--- src/rtl/wb_pkg.sv ---
// Shared types for the load/ALU writeback path: field widths, the writeback entry
// and the ROB-relative age compare used by mispredict flushes.
package wb_pkg;
  localparam int IDX_W     = 6;
  localparam int PHY_W     = 6;
  localparam int DAT_W     = 16;
  localparam int DEPTH_DEF = 4;

  typedef struct packed {
    logic             vld;
    logic [IDX_W-1:0] indx;
    logic [PHY_W-1:0] phy_addr;
    logic [DAT_W-1:0] data;
    logic             reg_wrt;
  } wb_entry_t;

  // Ages are distances from the ROB head with 6-bit wraparound; larger age = younger.
  function automatic logic is_younger(input logic [IDX_W-1:0] x,
                                      input logic [IDX_W-1:0] br,
                                      input logic [IDX_W-1:0] head);
    logic [IDX_W-1:0] w_age_x;
    logic [IDX_W-1:0] w_age_br;
    w_age_x  = x - head;
    w_age_br = br - head;
    return w_age_x > w_age_br;
  endfunction
endpackage

--- src/rtl/ld_wb_fifo.sv ---
// Load-result FIFO with per-entry valid bits; a flush clears valid on younger entries
// in place. Head is visible combinationally; o_full holds off the load queue.
module ld_wb_fifo
  import wb_pkg::*;
#(
  parameter int DEPTH = DEPTH_DEF
) (
  input  logic             clk,
  input  logic             rst,
  input  logic             i_push,
  input  wb_entry_t        i_push_ent,
  input  logic             i_pop,
  input  logic             i_flsh,
  input  logic [IDX_W-1:0] i_flsh_indx,
  input  logic [IDX_W-1:0] i_rob_head,
  output logic             o_full,
  output logic             o_empty,
  output wb_entry_t        o_head
);
  localparam int PTR_W = (DEPTH < 2) ? 1 : $clog2(DEPTH);
  localparam logic [PTR_W:0] FULL_CNT = (PTR_W+1)'(DEPTH);

  logic [PTR_W-1:0] r_head;
  logic [PTR_W-1:0] r_tail;
  logic [PTR_W:0]   r_count;
  wb_entry_t        r_mem [DEPTH];

  logic w_push;
  logic w_pop;

  assign o_full  = (r_count == FULL_CNT);
  assign o_empty = (r_count == '0);
  assign o_head  = r_mem[r_head];
  assign w_push  = i_push && !o_full;
  assign w_pop   = i_pop && !o_empty;

  always_ff @(posedge clk) begin
    if (rst) begin
      r_head  <= '0;
      r_tail  <= '0;
      r_count <= '0;
      for (int i = 0; i < DEPTH; i++) r_mem[i] <= '0;
    end else begin
      // Killed entries keep their slot; the arbiter drains them without a write.
      for (int i = 0; i < DEPTH; i++) begin
        if (i_flsh && is_younger(r_mem[i].indx, i_flsh_indx, i_rob_head))
          r_mem[i].vld <= 1'b0;
      end
      if (w_push) begin
        r_mem[r_tail] <= i_push_ent;
        r_tail        <= r_tail + 1'b1;
      end
      if (w_pop) r_head <= r_head + 1'b1;
      case ({w_push, w_pop})
        2'b10:   r_count <= r_count + 1'b1;
        2'b01:   r_count <= r_count - 1'b1;
        default: r_count <= r_count;
      endcase
    end
  end
endmodule

--- src/rtl/ld_wb_arbiter.sv ---
// Arbitrates one regfile write port between the ALU (1 edge) and buffered loads (2 edges);
// ld_stll when the FIFO is full, alu_stll when a buffered load has been starved STARV_MAX cycles.
module ld_wb_arbiter
  import wb_pkg::*;
#(
  parameter int DEPTH     = DEPTH_DEF,
  parameter int STARV_MAX = 3
) (
  input  logic             clk,
  input  logic             rst,
  input  logic             vld_ld,
  input  logic [IDX_W-1:0] indx_ld,
  input  logic [PHY_W-1:0] phy_addr_ld,
  input  logic [DAT_W-1:0] data_ld,
  input  logic             reg_wrt_ld,
  input  logic             alu_vld,
  input  logic [IDX_W-1:0] alu_indx,
  input  logic [PHY_W-1:0] alu_phy_addr,
  input  logic [DAT_W-1:0] alu_data,
  input  logic             alu_reg_wrt,
  input  logic             flsh,
  input  logic [IDX_W-1:0] flsh_indx,
  input  logic [IDX_W-1:0] rob_head,
  output logic             ld_stll,
  output logic             alu_stll,
  output logic             wb_vld,
  output logic [IDX_W-1:0] wb_indx,
  output logic [PHY_W-1:0] wb_phy_addr,
  output logic [DAT_W-1:0] wb_data,
  output logic             wb_reg_wrt
);
  localparam int SW = (STARV_MAX < 1) ? 1 : $clog2(STARV_MAX + 1);
  localparam logic [SW-1:0] STARV_LIM = SW'(STARV_MAX);

  logic [SW-1:0] r_starv;
  wb_entry_t     r_wb;

  wb_entry_t w_push_ent;
  wb_entry_t w_head;
  wb_entry_t w_win;
  logic      w_full;
  logic      w_empty;
  logic      w_head_vld;
  logic      w_push;
  logic      w_pop;
  logic      w_alu_in;
  logic      w_alu_win;
  logic      w_ld_win;
  logic      w_kill;

  assign w_push_ent = '{vld: 1'b1, indx: indx_ld, phy_addr: phy_addr_ld,
                        data: data_ld, reg_wrt: reg_wrt_ld};
  assign w_push     = vld_ld && !w_full && !(flsh && is_younger(indx_ld, flsh_indx, rob_head));

  ld_wb_fifo #(.DEPTH(DEPTH)) u_fifo (
    .clk         (clk),
    .rst         (rst),
    .i_push      (w_push),
    .i_push_ent  (w_push_ent),
    .i_pop       (w_pop),
    .i_flsh      (flsh),
    .i_flsh_indx (flsh_indx),
    .i_rob_head  (rob_head),
    .o_full      (w_full),
    .o_empty     (w_empty),
    .o_head      (w_head)
  );

  assign w_head_vld = !w_empty && w_head.vld;
  assign ld_stll    = w_full;
  assign alu_stll   = (r_starv == STARV_LIM) && w_head_vld;

  // A younger ALU result under flush is treated as absent so a load can take the port.
  assign w_alu_in  = alu_vld && !(flsh && is_younger(alu_indx, flsh_indx, rob_head));
  assign w_alu_win = w_alu_in && !alu_stll;
  assign w_ld_win  = !w_alu_win && w_head_vld;
  assign w_pop     = w_ld_win || (!w_empty && !w_head.vld);

  always_comb begin
    w_win = '0;
    if (w_alu_win) begin
      w_win.vld      = 1'b1;
      w_win.indx     = alu_indx;
      w_win.phy_addr = alu_phy_addr;
      w_win.data     = alu_data;
      w_win.reg_wrt  = alu_reg_wrt;
    end else if (w_ld_win) begin
      w_win = w_head;
    end
  end

  assign w_kill = flsh && is_younger(w_win.indx, flsh_indx, rob_head);

  always_ff @(posedge clk) begin
    if (rst) begin
      r_wb    <= '0;
      r_starv <= '0;
    end else begin
      r_wb.vld <= w_win.vld && !w_kill;
      if (w_win.vld) begin
        r_wb.indx     <= w_win.indx;
        r_wb.phy_addr <= w_win.phy_addr;
        r_wb.data     <= w_win.data;
        r_wb.reg_wrt  <= w_win.reg_wrt;
      end
      if (w_head_vld && w_alu_win) begin
        if (r_starv != STARV_LIM) r_starv <= r_starv + 1'b1;
      end else if (w_ld_win || w_empty) begin
        r_starv <= '0;
      end
    end
  end

  assign wb_vld      = r_wb.vld;
  assign wb_indx     = r_wb.indx;
  assign wb_phy_addr = r_wb.phy_addr;
  assign wb_data     = r_wb.data;
  assign wb_reg_wrt  = r_wb.reg_wrt;
endmodule

--- config.mk ---
export PLATFORM = sky130hd
export DESIGN_NAME = ld_wb_arbiter
export DESIGN_NICKNAME = d
export VERILOG_FILES = /design/src/rtl/wb_pkg.sv /design/src/rtl/ld_wb_fifo.sv /design/src/rtl/ld_wb_arbiter.sv
export SDC_FILE = /design/constraint.sdc
export NUM_CORES = 1
export LEC_CHECK = 0
export ABC_AREA = 1
export CAP_MARGIN = 20
export CORE_ASPECT_RATIO = 0.5
export CORE_UTILIZATION = 40
export DETAILED_ROUTE_END_ITERATION = 10
export HOLD_SLACK_MARGIN = 0.08
export SLEW_MARGIN = 20
export SYNTH_ARGS = -nofsm -noshare
export SYNTH_HDL_FRONTEND = slang
export SYNTH_SLANG_ARGS = --single-unit
export TNS_END_PERCENT = 1
--- constraint.sdc ---
create_clock -name clk -period 15.2 [get_ports clk]
set_clock_uncertainty 0.2 [all_clocks]
set_input_delay 3.04 -clock clk [delete_from_list [all_inputs] [get_ports clk]]
set_output_delay 3.04 -clock clk [all_outputs]
set_load 0.02 [all_outputs]
# [Yosys cells after proc, flatten, opt, wreduce, memory -nomap -nowiden]
# Memory sizes are Yosys's and may differ from the RTL's. A register that Yosys moved wholly into a read port is not among the register bits.
# Index checks and enable logic that the tools add are counted.
[word_totals] register_bits=39 n_memories=1 out_inout_bits=32 mem_bits_rw=120 in_bits=75
[op_classes] n_mux=29 bitwise_logic=4 order_cmp=7 n_addsub=13 n_eq_ne=6 n_reduce_logical=33
[mem_list] memory="u_fifo.r_mem" words=4 width=30 rd=5 rd_ports_with_merged_regs=1 write_ports=5 line_no="ld_wb_fifo.sv:26" source="wb_entry_t r_mem [DEPTH];"
[op_table] operator="$mux 30" n=2
[op_table] operator="$sub 6x6->6" n=8
[op_table] operator="$gt 6x6->1" n=7
[op_table] operator="$mux 1" n=21
[op_table] operator="$logic_and 1x1->1" n=19
[op_table] operator="$mux 2" n=5
[op_table] operator="$logic_not 1->1" n=8
[op_table] operator="$add 2x1->2 const B" n=3
[op_table] operator="$pmux 3 s2" n=1
[op_table] operator="$eq 2x2->1 const B" n=2
[op_table] operator="$or 1x1->1" n=4
[op_table] operator="$reduce_bool 2->1" n=2
[op_table] operator="$add 3x1->3 const B" n=1
[op_table] operator="$eq 3x3->1 const B" n=1
[op_table] operator="$logic_not 3->1" n=1
[op_table] operator="$sub 3x1->3 const B" n=1
[op_table] operator="$eq 2x1->1 const B" n=1
[op_table] operator="$logic_or 1x1->1" n=2
[op_table] operator="$ne 2x1->1 const B" n=1
[op_table] operator="$ne 2x2->1 const B" n=1
[op_table] operator="$reduce_and 2->1" n=1

# [Depth between registers and ports, before layout]
# Gate-level depths: netlist (run 1).
[depth] depth_word=15 depth_mapped=38

# [By module]
# A second synthesis (run 1) with hierarchy kept.
[hier_totals] hier_cells=1243 area_unflattened_um2=10433.8
[by_module_without_submodules] module="ld_wb_fifo" area_each_um2=7355.8 instances=1 cells_per_inst=794
[by_module_without_submodules] module="ld_wb_arbiter" area_each_um2=3078.0 instances=1 cells_per_inst=449

# [Worst setup path before layout (run 1)]
# OpenSTA, ideal clock, no wires.
[synth_timing] path_type="input port to flip-flop" from="in rob_head[1]" to="reg r_wb (netlist bit wb_vld)" arrival_time_ps=7609 cell_stages=35 slack_ps=7270 cell_sequence="inv_1 ha_1 nand3_1 nand2_1 nand2_1 nand2_1 a21oi_1 xor2_1 ha_1 nand3_1 nor2_1 nor2_1 nand2_1 nand2_2 buf_2 nand3b_1 nand2_1 inv_1 ha_1 a21oi_1 o21ai_0 a21o_1 a21oi_1 xor2_1 nand2_1 nand2_1 inv_1 ha_1 nand3_1 nor2_1 o21ai_0 nand3_1 nand2_1 nand2_1 a21oi_1"
[synth_lines] item="start, declared" line_no="ld_wb_arbiter.sv:23" source="input logic [IDX_W-1:0] rob_head,"
[synth_lines] item="end, declared" line_no="ld_wb_arbiter.sv:36" source="wb_entry_t r_wb;"

==> results.sh, run 1 <==
export IMPL_status="finished, final reports clean"
export IMPL_crit_arrival_ns=9.65
export IMPL_slowest_delay_ns=0.63
export IMPL_die_h_um=113
export IMPL_fin_util=0.482
export IMPL_p_leak_nw=5.19
export IMPL_num_vias=8064
export IMPL_ys_seq_area_frac=0.443
export IMPL_nFillCells=2340
export IMPL_clk_path_buf_depth=2
export IMPL_synth_top_cells_by_count="nor2_1 (199), nand3_1 (148), inv_1 (137)"
export IMPL_min_period_ns=9.57
export IMPL_crit_path_start_kind="input pin"
export IMPL_die_x_um=224
export IMPL_cp_endpoint="wb_vld"
export IMPL_dp_cells=1543
export IMPL_vias_per_cell=5.12
export IMPL_async_flop_share=0
export IMPL_coreArea_um2=24100
export IMPL_worst_slack_ns=5.63
export IMPL_cts_root_buf="clkbuf_16"
export IMPL_grt_pass1_wl_um=41600
export IMPL_final_antenna_net_count=0
export IMPL_yosysMostFrequentCell="nor2_1"
export IMPL_critPathLaunch="rob_head[2]"
export IMPL_grt_setup_unrepaired="false"
export IMPL_whs_ns=0.280
export IMPL_port_buffers=106
export IMPL_n_antenna_cell=0
export IMPL_hpwl_um=17800
export IMPL_start_util=0.410
export IMPL_worstPathRequired_ns=15.29
export IMPL_drive_gt1_frac=0.0436
export IMPL_hold_class="reg2reg"
export IMPL_dpl_worst_slack_ns=5.23
export IMPL_clock_latency_ns=0.43
export IMPL_cp_slowest_cell="xor2_1"
export IMPL_setup_viol=0
export IMPL_final_hold_violation_count=0
export IMPL_reg2reg_slack_ns=9.68
export IMPL_cts_tree="built"
export IMPL_cap_violations=0
export IMPL_ys_flop_type="edfxtp_1"
export IMPL_postCtsSetupBuffers=0
export IMPL_critPathTopFamily="simple AND/OR/NAND/NOR gates"
export IMPL_max_clock_freq_mhz=105
export IMPL_ioPinCount=107
export IMPL_avgRoutedWirePerCell_um=16.4
export IMPL_grt_max_degree=63
export IMPL_synthCells=1149
export IMPL_ys_seq_elements=161
export IMPL_cp_buffers_inverters=4
export IMPL_fin_cells=1575
export IMPL_drc=0
export IMPL_routed_wl_um=25900
export IMPL_cts_hold_fix_buffers=0
export IMPL_fin_tns_setup_ns=0
export IMPL_cts_resized=0
export IMPL_antenna_found_initial=0
export IMPL_period_share=0.629
export IMPL_cp_depth=36
export IMPL_num_rows=40
export IMPL_synth_edf_count=116
export IMPL_syn_area_per_cell_um2=8.60
export IMPL_finish_net_count=1391
export IMPL_drt_iter0_markers=622
export IMPL_slew_limit_headroom=0.409
export IMPL_area_growth_synth_to_final_pct=17.5
export IMPL_die_area_um2=25400
export IMPL_yosysTopAreaCell="edfxtp_1"
export IMPL_p_per_area_nw_per_um2=137
export IMPL_synth_area_leaders="edfxtp_1 (35%), ha_1 (10%), dfxtp_1 (9.1%)"
export IMPL_worst_ir_drop_vdd_mv=0.0856
export IMPL_synth_fp_nets=1314
export IMPL_clock_sinks=161
export IMPL_maxSlewViolCount=0
export IMPL_r2r_end="wb_vld"
export IMPL_place_gp_congestion=0.904
export IMPL_worstSetupPathType="in2reg"
export IMPL_crit_fanout=61
export IMPL_synth_area_um2=9890
export IMPL_r2r_cells=28
export IMPL_cpMostUsedCell="nand2_1"
export IMPL_gr_total_overflow=0
export IMPL_h_tree_depth=4
export IMPL_grt_pass1_vias=7987
export IMPL_path_clk_slew_ns=0.06
export IMPL_worst_pin_slew_ns=0.883
export IMPL_end_kind="flip-flop"
export IMPL_synth_top_area_frac=0.352
export IMPL_yosys_warnings=0
export IMPL_numCtsBuffers=17
export IMPL_gr_usage_all_layers=0.212
export IMPL_drtPass1Iterations=5
export IMPL_synthDistinctLibCells=40
state kept, by name, indices dropped and copies added, names as in the netlist, named ones only:
register	count
u_fifo.r_count	3
wb_vld	1
wb_reg_wrt	1
u_fifo.r_mem	120
u_fifo.r_tail	2
r_starv	2
wb_indx	6
wb_phy_addr	6
u_fifo.r_head	2
wb_data	16
per-layer routing:
layer / track usage / share of wire / wire length (um)
met2: 0.374 / 0.49 / 12800
met5: 0 / 0 / 0
met4: 0.0585 / 0.014 / 361
met3: 0.0306 / 0.040 / 1030
met1: 0.272 / 0.45 / 11700
cell usage in the layout, fill, tap and decap left out, types with 6 or more instances in the layout:
master	instances
o21ai_1	6
dfxtp_1	44
fa_1	9
inv_1	137
nand3_1	148
xor2_1	25
o21ai_0	66
o22ai_1	24
clkdlybuf4s50_1	106
edfxtp_1	116
nand2_2	9
xnor2_1	8
nand2_1	129
clkbuf_1	6
a21oi_1	54
ha_1	81
clkbuf_16	17
buf_4	6
nor2_1	199
per-stage QoR:
step           total power [W]  cell area, um2
3_5_place_dp           0.00121           11100
3_3_place_gp           0.00120           11100
5_1_grt                0.00170           11600
4_1_cts                0.00160           11600
6_report               0.00159           11600
2_1_floorplan          0.00102            9890
worst register-to-register path, delay by kind of cell, from the launching register on:
family                   cells  cell delay, ns
adder cells (fa/ha/maj)      2            0.54
XOR/XNOR                     1            0.21
buffers and inverters        4            0.67
AO/OA/AOI/OAI                8            1.20
flip-flops                   1            0.76
AND/OR/NAND/NOR             13            1.80
how the worst min path moves through the flow:
stage,startpoint,to,cells after the start
global placement,r_starv[1],r_starv[1],2
floorplan,r_starv[1],r_starv[1],2
global route,wb_indx[3],wb_indx[3],2
CTS,r_starv[1],r_starv[1],2
detailed placement,r_starv[1],r_starv[1],2
finish,r_starv[1],r_starv[1],2
logic make-up after synthesis:
group	Yosys count	synth area share
adders and majority gates	90	0.121
and+or+nand+nor	504	0.227
DFF	161	0.443
xor gates and xnor gates	33	0.0292
AOI/OAI and AO/OA	168	0.0934
buffers and inverters	193	0.0859
power breakdown:
part | switching, W | internal, W
logic | 0.000400 | 0.000229
clock network | 0.000165 | 0.000222
registers | 0.0000437 | 0.000530
total | 0.000608 | 0.000982
layout make-up:
cell class	count	area (um2)	area share
Sequential cell	161	4390	0.378
Timing Repair Buffer	112	1110	0.0952
Tap cell	336	420	0.0362
Inverter	139	524	0.0451
Clock buffer	23	448	0.0386
Clock inverter	9	70.1	0.00603
Multi-Input combinational cell	795	4660	0.401
Note: power is estimated with default switching activity, not from simulation.
==> run 2, diff against run 1 <==
==> constraint.sdc (replaced) <==
create_clock -name clk -period 9.8 [get_ports clk]
set_clock_uncertainty 0.2 [all_clocks]
set_input_delay 1.96 -clock clk [delete_from_list [all_inputs] [get_ports clk]]
set_output_delay 1.96 -clock clk [all_outputs]
set_load 0.02 [all_outputs]
==> results.sh, run 2 (synthesis gave the netlist of run 1 again) <==
export IMPL_status="finished, final reports clean"
export IMPL_clock_sinks=161
export IMPL_num_vias=8079
export IMPL_cap_violations=0
export IMPL_place_gp_congestion=0.857
export IMPL_largest_reg_flops=120
export IMPL_top_register="u_fifo.r_mem"
export IMPL_hpwl_um=17800
export IMPL_maxSlewViolCount=0
export IMPL_fin_tns_setup_ns=0
export IMPL_drive_gt1_frac=0.0492
export IMPL_place_area_um2=11100
export IMPL_drc=0
export IMPL_routed_wl_um=26100
export IMPL_setup_viol=0
export IMPL_die_area_um2=25400
export IMPL_layout_commonest_cell="nor2_1"
export IMPL_finish_net_count=1393
export IMPL_postCtsSetupBuffers=0
export IMPL_die_h_um=113
export IMPL_p_per_area_nw_per_um2=218
export IMPL_grt_max_degree=56
export IMPL_cts_tree="built"
export IMPL_port_buffers=106
export IMPL_coreArea_um2=24100
export IMPL_clock_latency_ns=0.43
export IMPL_numCtsBuffers=17
export IMPL_num_rows=40
export IMPL_crit_path_start_kind="input pin"
export IMPL_worstSetupPathType="in2reg"
export IMPL_gr_total_overflow=0
export IMPL_min_period_ns=7.96
export IMPL_cts_hold_fix_buffers=0
export IMPL_n_antenna_cell=0
export IMPL_mostFrequentLayoutCells="nor2_1 (199), nand3_1 (148), inv_1 (137)"
export IMPL_slew_limit_headroom=0.403
export IMPL_hold_class="reg2reg"
export IMPL_die_x_um=224
export IMPL_cpMostUsedCell="nand2_1"
export IMPL_p_leak_nw=5.23
export IMPL_path_clk_slew_ns=0.07
export IMPL_crit_fanout=55
export IMPL_grt_pass1_vias=7893
export IMPL_grt_pass1_wl_um=40900
export IMPL_area_growth_synth_to_final_pct=18.4
export IMPL_final_hold_violation_count=0
export IMPL_cts_resized=0
export IMPL_cts_root_buf="clkbuf_16"
export IMPL_h_tree_depth=4
export IMPL_crit_arrival_ns=8.08
export IMPL_clk_path_buf_depth=2
export IMPL_max_clock_freq_mhz=126
export IMPL_antenna_found_initial=0
export IMPL_gr_usage_all_layers=0.208
export IMPL_final_antenna_net_count=0
export IMPL_nFillCells=2340
export IMPL_avgRoutedWirePerCell_um=16.5
export IMPL_worstPathRequired_ns=9.92
export IMPL_worst_pin_slew_ns=0.893
export IMPL_grt_setup_unrepaired="false"
export IMPL_drtPass1Iterations=5
export IMPL_cp_slowest_cell="inv_1"
export IMPL_slowest_delay_ns=0.57
export IMPL_end_kind="flip-flop"
export IMPL_drt_iter0_markers=709
export IMPL_ioPinCount=107
export IMPL_worst_ir_drop_vdd_mv=0.125
export IMPL_stdcell_area_um2=11700
export IMPL_start_util=0.410
export IMPL_period_share=0.812
export IMPL_vias_per_cell=5.12
run 2: cell count changes in the layout (fill, tap and decap cells not counted), sizes merged:
cell	previous run	this run
clkinvlp	1	3
clkinv	7	6
clkbuf	23	18
inv	139	141
bufinv	1	3
buf	6	8
run 2: area by class of cell:
type | count | area [um2] | share of cell area
well taps | 336 | 420 | 0.0359
clock buffers | 18 | 429 | 0.0367
inverters | 139 | 524 | 0.0448
repair buffers | 114 | 1120 | 0.0958
flip-flops and latches | 161 | 4390 | 0.375
clock inverters | 14 | 165 | 0.0141
multi-input cells | 795 | 4660 | 0.398
run 2: through the flow:
stage / utilization / total power (W) / instances / hold WS (ns) / setup slack (ns)
after CTS: 0.485 / 0.00256 / 1577 / 0.282 / 1.88
after floorplan: - / 0.00158 / 1149 / 0.247 / 2.95
after global routing: 0.485 / 0.00271 / 1577 / 0.302 / 1.31
after global placement: 0.461 / 0.00186 / 1545 / 0.259 / 1.65
final: 0.485 / 0.00255 / 1577 / 0.281 / 1.84
after detailed placement: 0.461 / 0.00189 / 1545 / 0.266 / 1.43
run 2: path summary, 6_finish.rpt:
check / end / slack (ns) / from / depth (start not counted)
max: wb_vld / 1.84 / rob_head[1] / 36
min: r_starv[1] / 0.28 / r_starv[1] / 2
max reg2reg: wb_vld / 4.33 / flip-flop / 30
min reg2reg: r_starv[1] / 0.28 / r_starv[1] / 2
run 2: critical path: cells and delay by family:
kind / cells / cell delay [ns]
xor gates and xnor gates: 2 / 0.29
buffers and inverters: 6 / 1.75
and+or+nand+nor: 18 / 1.97
AOI/OAI and AO/OA: 6 / 0.78
adders and majority gates: 4 / 1.30
run 2: power breakdown:
group | internal [W] | switching, W
clock | 0.000400 | 0.000282
sequential | 0.000821 | 0.0000475
combinational | 0.000360 | 0.000640
run 2: layer usage:
metal | routed length [um] | vias up | GRT usage
met2 | 12700 | 170 | 0.368
met4 | 409 | 0 | 0.0658
met3 | 894 | 30 | 0.0260
li1 | - | 4014 | -
met1 | 12100 | 3865 | 0.265
met5 | 0 | - | 0
==> run 3, diff against run 2 <==
==> constraint.sdc (replaced) <==
create_clock -name clk -period 7.88 [get_ports clk]
set_clock_uncertainty 0.2 [all_clocks]
set_input_delay 1.576 -clock clk [delete_from_list [all_inputs] [get_ports clk]]
set_output_delay 1.576 -clock clk [all_outputs]
set_load 0.02 [all_outputs]
==> results.sh, run 3 (synthesis gave the netlist of run 1 again) <==
export IMPL_critPathLaunch="rob_head[0]"
export IMPL_postCtsSetupBuffers=0
export IMPL_grt_pass1_wl_um=42200
export IMPL_min_period_ns=6.81
export IMPL_grt_pass1_vias=7906
export IMPL_setup_viol=0
export IMPL_h_tree_depth=4
export IMPL_end_kind="flip-flop"
export IMPL_holdCritStartpoint="r_starv[1]"
export IMPL_fin_tns_setup_ns=0
export IMPL_gr_total_overflow=0
export IMPL_power_w=0.00311
export IMPL_n_antenna_cell=0
export IMPL_cap_violations=0
export IMPL_grt_max_degree=59
export IMPL_numCtsBuffers=17
export IMPL_cp_slowest_cell="xnor2_1"
export IMPL_worstSetupPathType="in2reg"
export IMPL_status="finished, final reports clean"
export IMPL_die_h_um=113
export IMPL_drc=0
export IMPL_area_growth_synth_to_final_pct=18.5
export IMPL_num_vias=8099
export IMPL_max_clock_freq_mhz=147
export IMPL_routed_wl_um=27100
export IMPL_mostFrequentLayoutCells="nor2_1 (199), nand3_1 (148), inv_1 (137)"
export IMPL_whs_ns=0.291
export IMPL_grt_setup_unrepaired="false"
export IMPL_cts_resized=0
export IMPL_gr_usage_all_layers=0.217
export IMPL_drive_gt1_frac=0.0528
export IMPL_layout_commonest_cell="nor2_1"
export IMPL_die_area_um2=25400
export IMPL_path_clk_slew_ns=0.07
export IMPL_num_rows=40
export IMPL_final_hold_violation_count=0
export IMPL_avgRoutedWirePerCell_um=17.1
export IMPL_p_leak_nw=5.24
export IMPL_crit_fanout=57
export IMPL_reg2reg_slack_ns=2.25
export IMPL_cts_tree="built"
export IMPL_maxSlewViolCount=0
export IMPL_dp_cells=1554
export IMPL_antenna_found_initial=0
export IMPL_start_util=0.410
export IMPL_largest_reg_flops=120
export IMPL_slowest_delay_ns=0.65
export IMPL_clk_path_buf_depth=2
export IMPL_die_x_um=224
export IMPL_slew_limit_headroom=0.384
export IMPL_hold_class="reg2reg"
export IMPL_fin_cells=1586
export IMPL_port_buffers=106
export IMPL_finish_net_count=1402
export IMPL_crit_path_start_kind="input pin"
export IMPL_ioPinCount=107
export IMPL_cts_root_buf="clkbuf_16"
export IMPL_worstPathRequired_ns=7.97
export IMPL_period_share=0.865
export IMPL_coreArea_um2=24100
export IMPL_worst_ir_drop_vdd_mv=0.153
export IMPL_top_register="u_fifo.r_mem"
export IMPL_cts_hold_fix_buffers=0
export IMPL_vias_per_cell=5.11
export IMPL_p_per_area_nw_per_um2=266
export IMPL_clock_sinks=161
export IMPL_drt_iter0_markers=541
export IMPL_worst_pin_slew_ns=0.920
export IMPL_final_antenna_net_count=0
export IMPL_place_gp_congestion=0.890
export IMPL_crit_arrival_ns=6.90
export IMPL_hpwl_um=18700
export IMPL_drtPass1Iterations=5
export IMPL_clock_latency_ns=0.42
## run 3: changes by cell type in the layout (fill, tap and decap cells not counted)
cell,before,now
buf_4,8,17
bufinv_16,3,1
clkbuf_1,1,2
clkinv_1,2,1
clkinv_2,2,3
clkinv_4,2,1
clkinvlp_4,3,5
nand2_1,129,133
nand2_2,9,5
## run 3: cell type report
type                    count  area [um2]
repair buffers            123        1190
multi-input cells         795        4650
fillers                  2326       12400
well taps                 336         420
flip-flops and latches    161        4390
clock buffers              19         433
inverters                 139         524
clock inverters            13         113
## run 3: metrics by stage
step | worst slack (ns) | instance area, um2 | utilization
detailed placement | 0.660 | 11200 | 0.463
global placement | 0.813 | 11200 | 0.463
global route | 0.596 | 11700 | 0.486
finish | 1.07 | 11700 | 0.486
CTS | 1.10 | 11700 | 0.486
floorplan | 1.41 | 9890 | -
## run 3: power by group
group / internal, W / leakage [nW] / switching [W] / total, W
Combinational: 0.000452 / 3.42 / 0.000822 / 0.00127
Sequential: 0.00102 / 1.57 / 0.0000524 / 0.00107
Clock: 0.000433 / 0.253 / 0.000331 / 0.000765
## run 3: path summary, 6_finish.rpt
kind                end  cells past startpoint
min          r_starv[1]                      2
max reg2reg      wb_vld                     29
min reg2reg  r_starv[1]                      2
max              wb_vld                     32
## run 3: worst max-delay path, delay by kind of cell
kind	cells	cell delay (ns)
buffers and inverters	7	1.28
XOR/XNOR	2	0.76
AND/OR/NAND/NOR	14	1.25
adder cells (fa/ha/maj)	5	1.57
AO/OA/AOI/OAI	4	0.48
## run 3: routing by layer
metal | track usage | vias to the layer above | part of all wire
met1 | 0.281 | 3817 | 0.45
met4 | 0.0707 | 0 | 0.025
met2 | 0.373 | 199 | 0.48
met5 | 0 | - | 0
li1 | - | 4043 | -
met3 | 0.0356 | 40 | 0.045
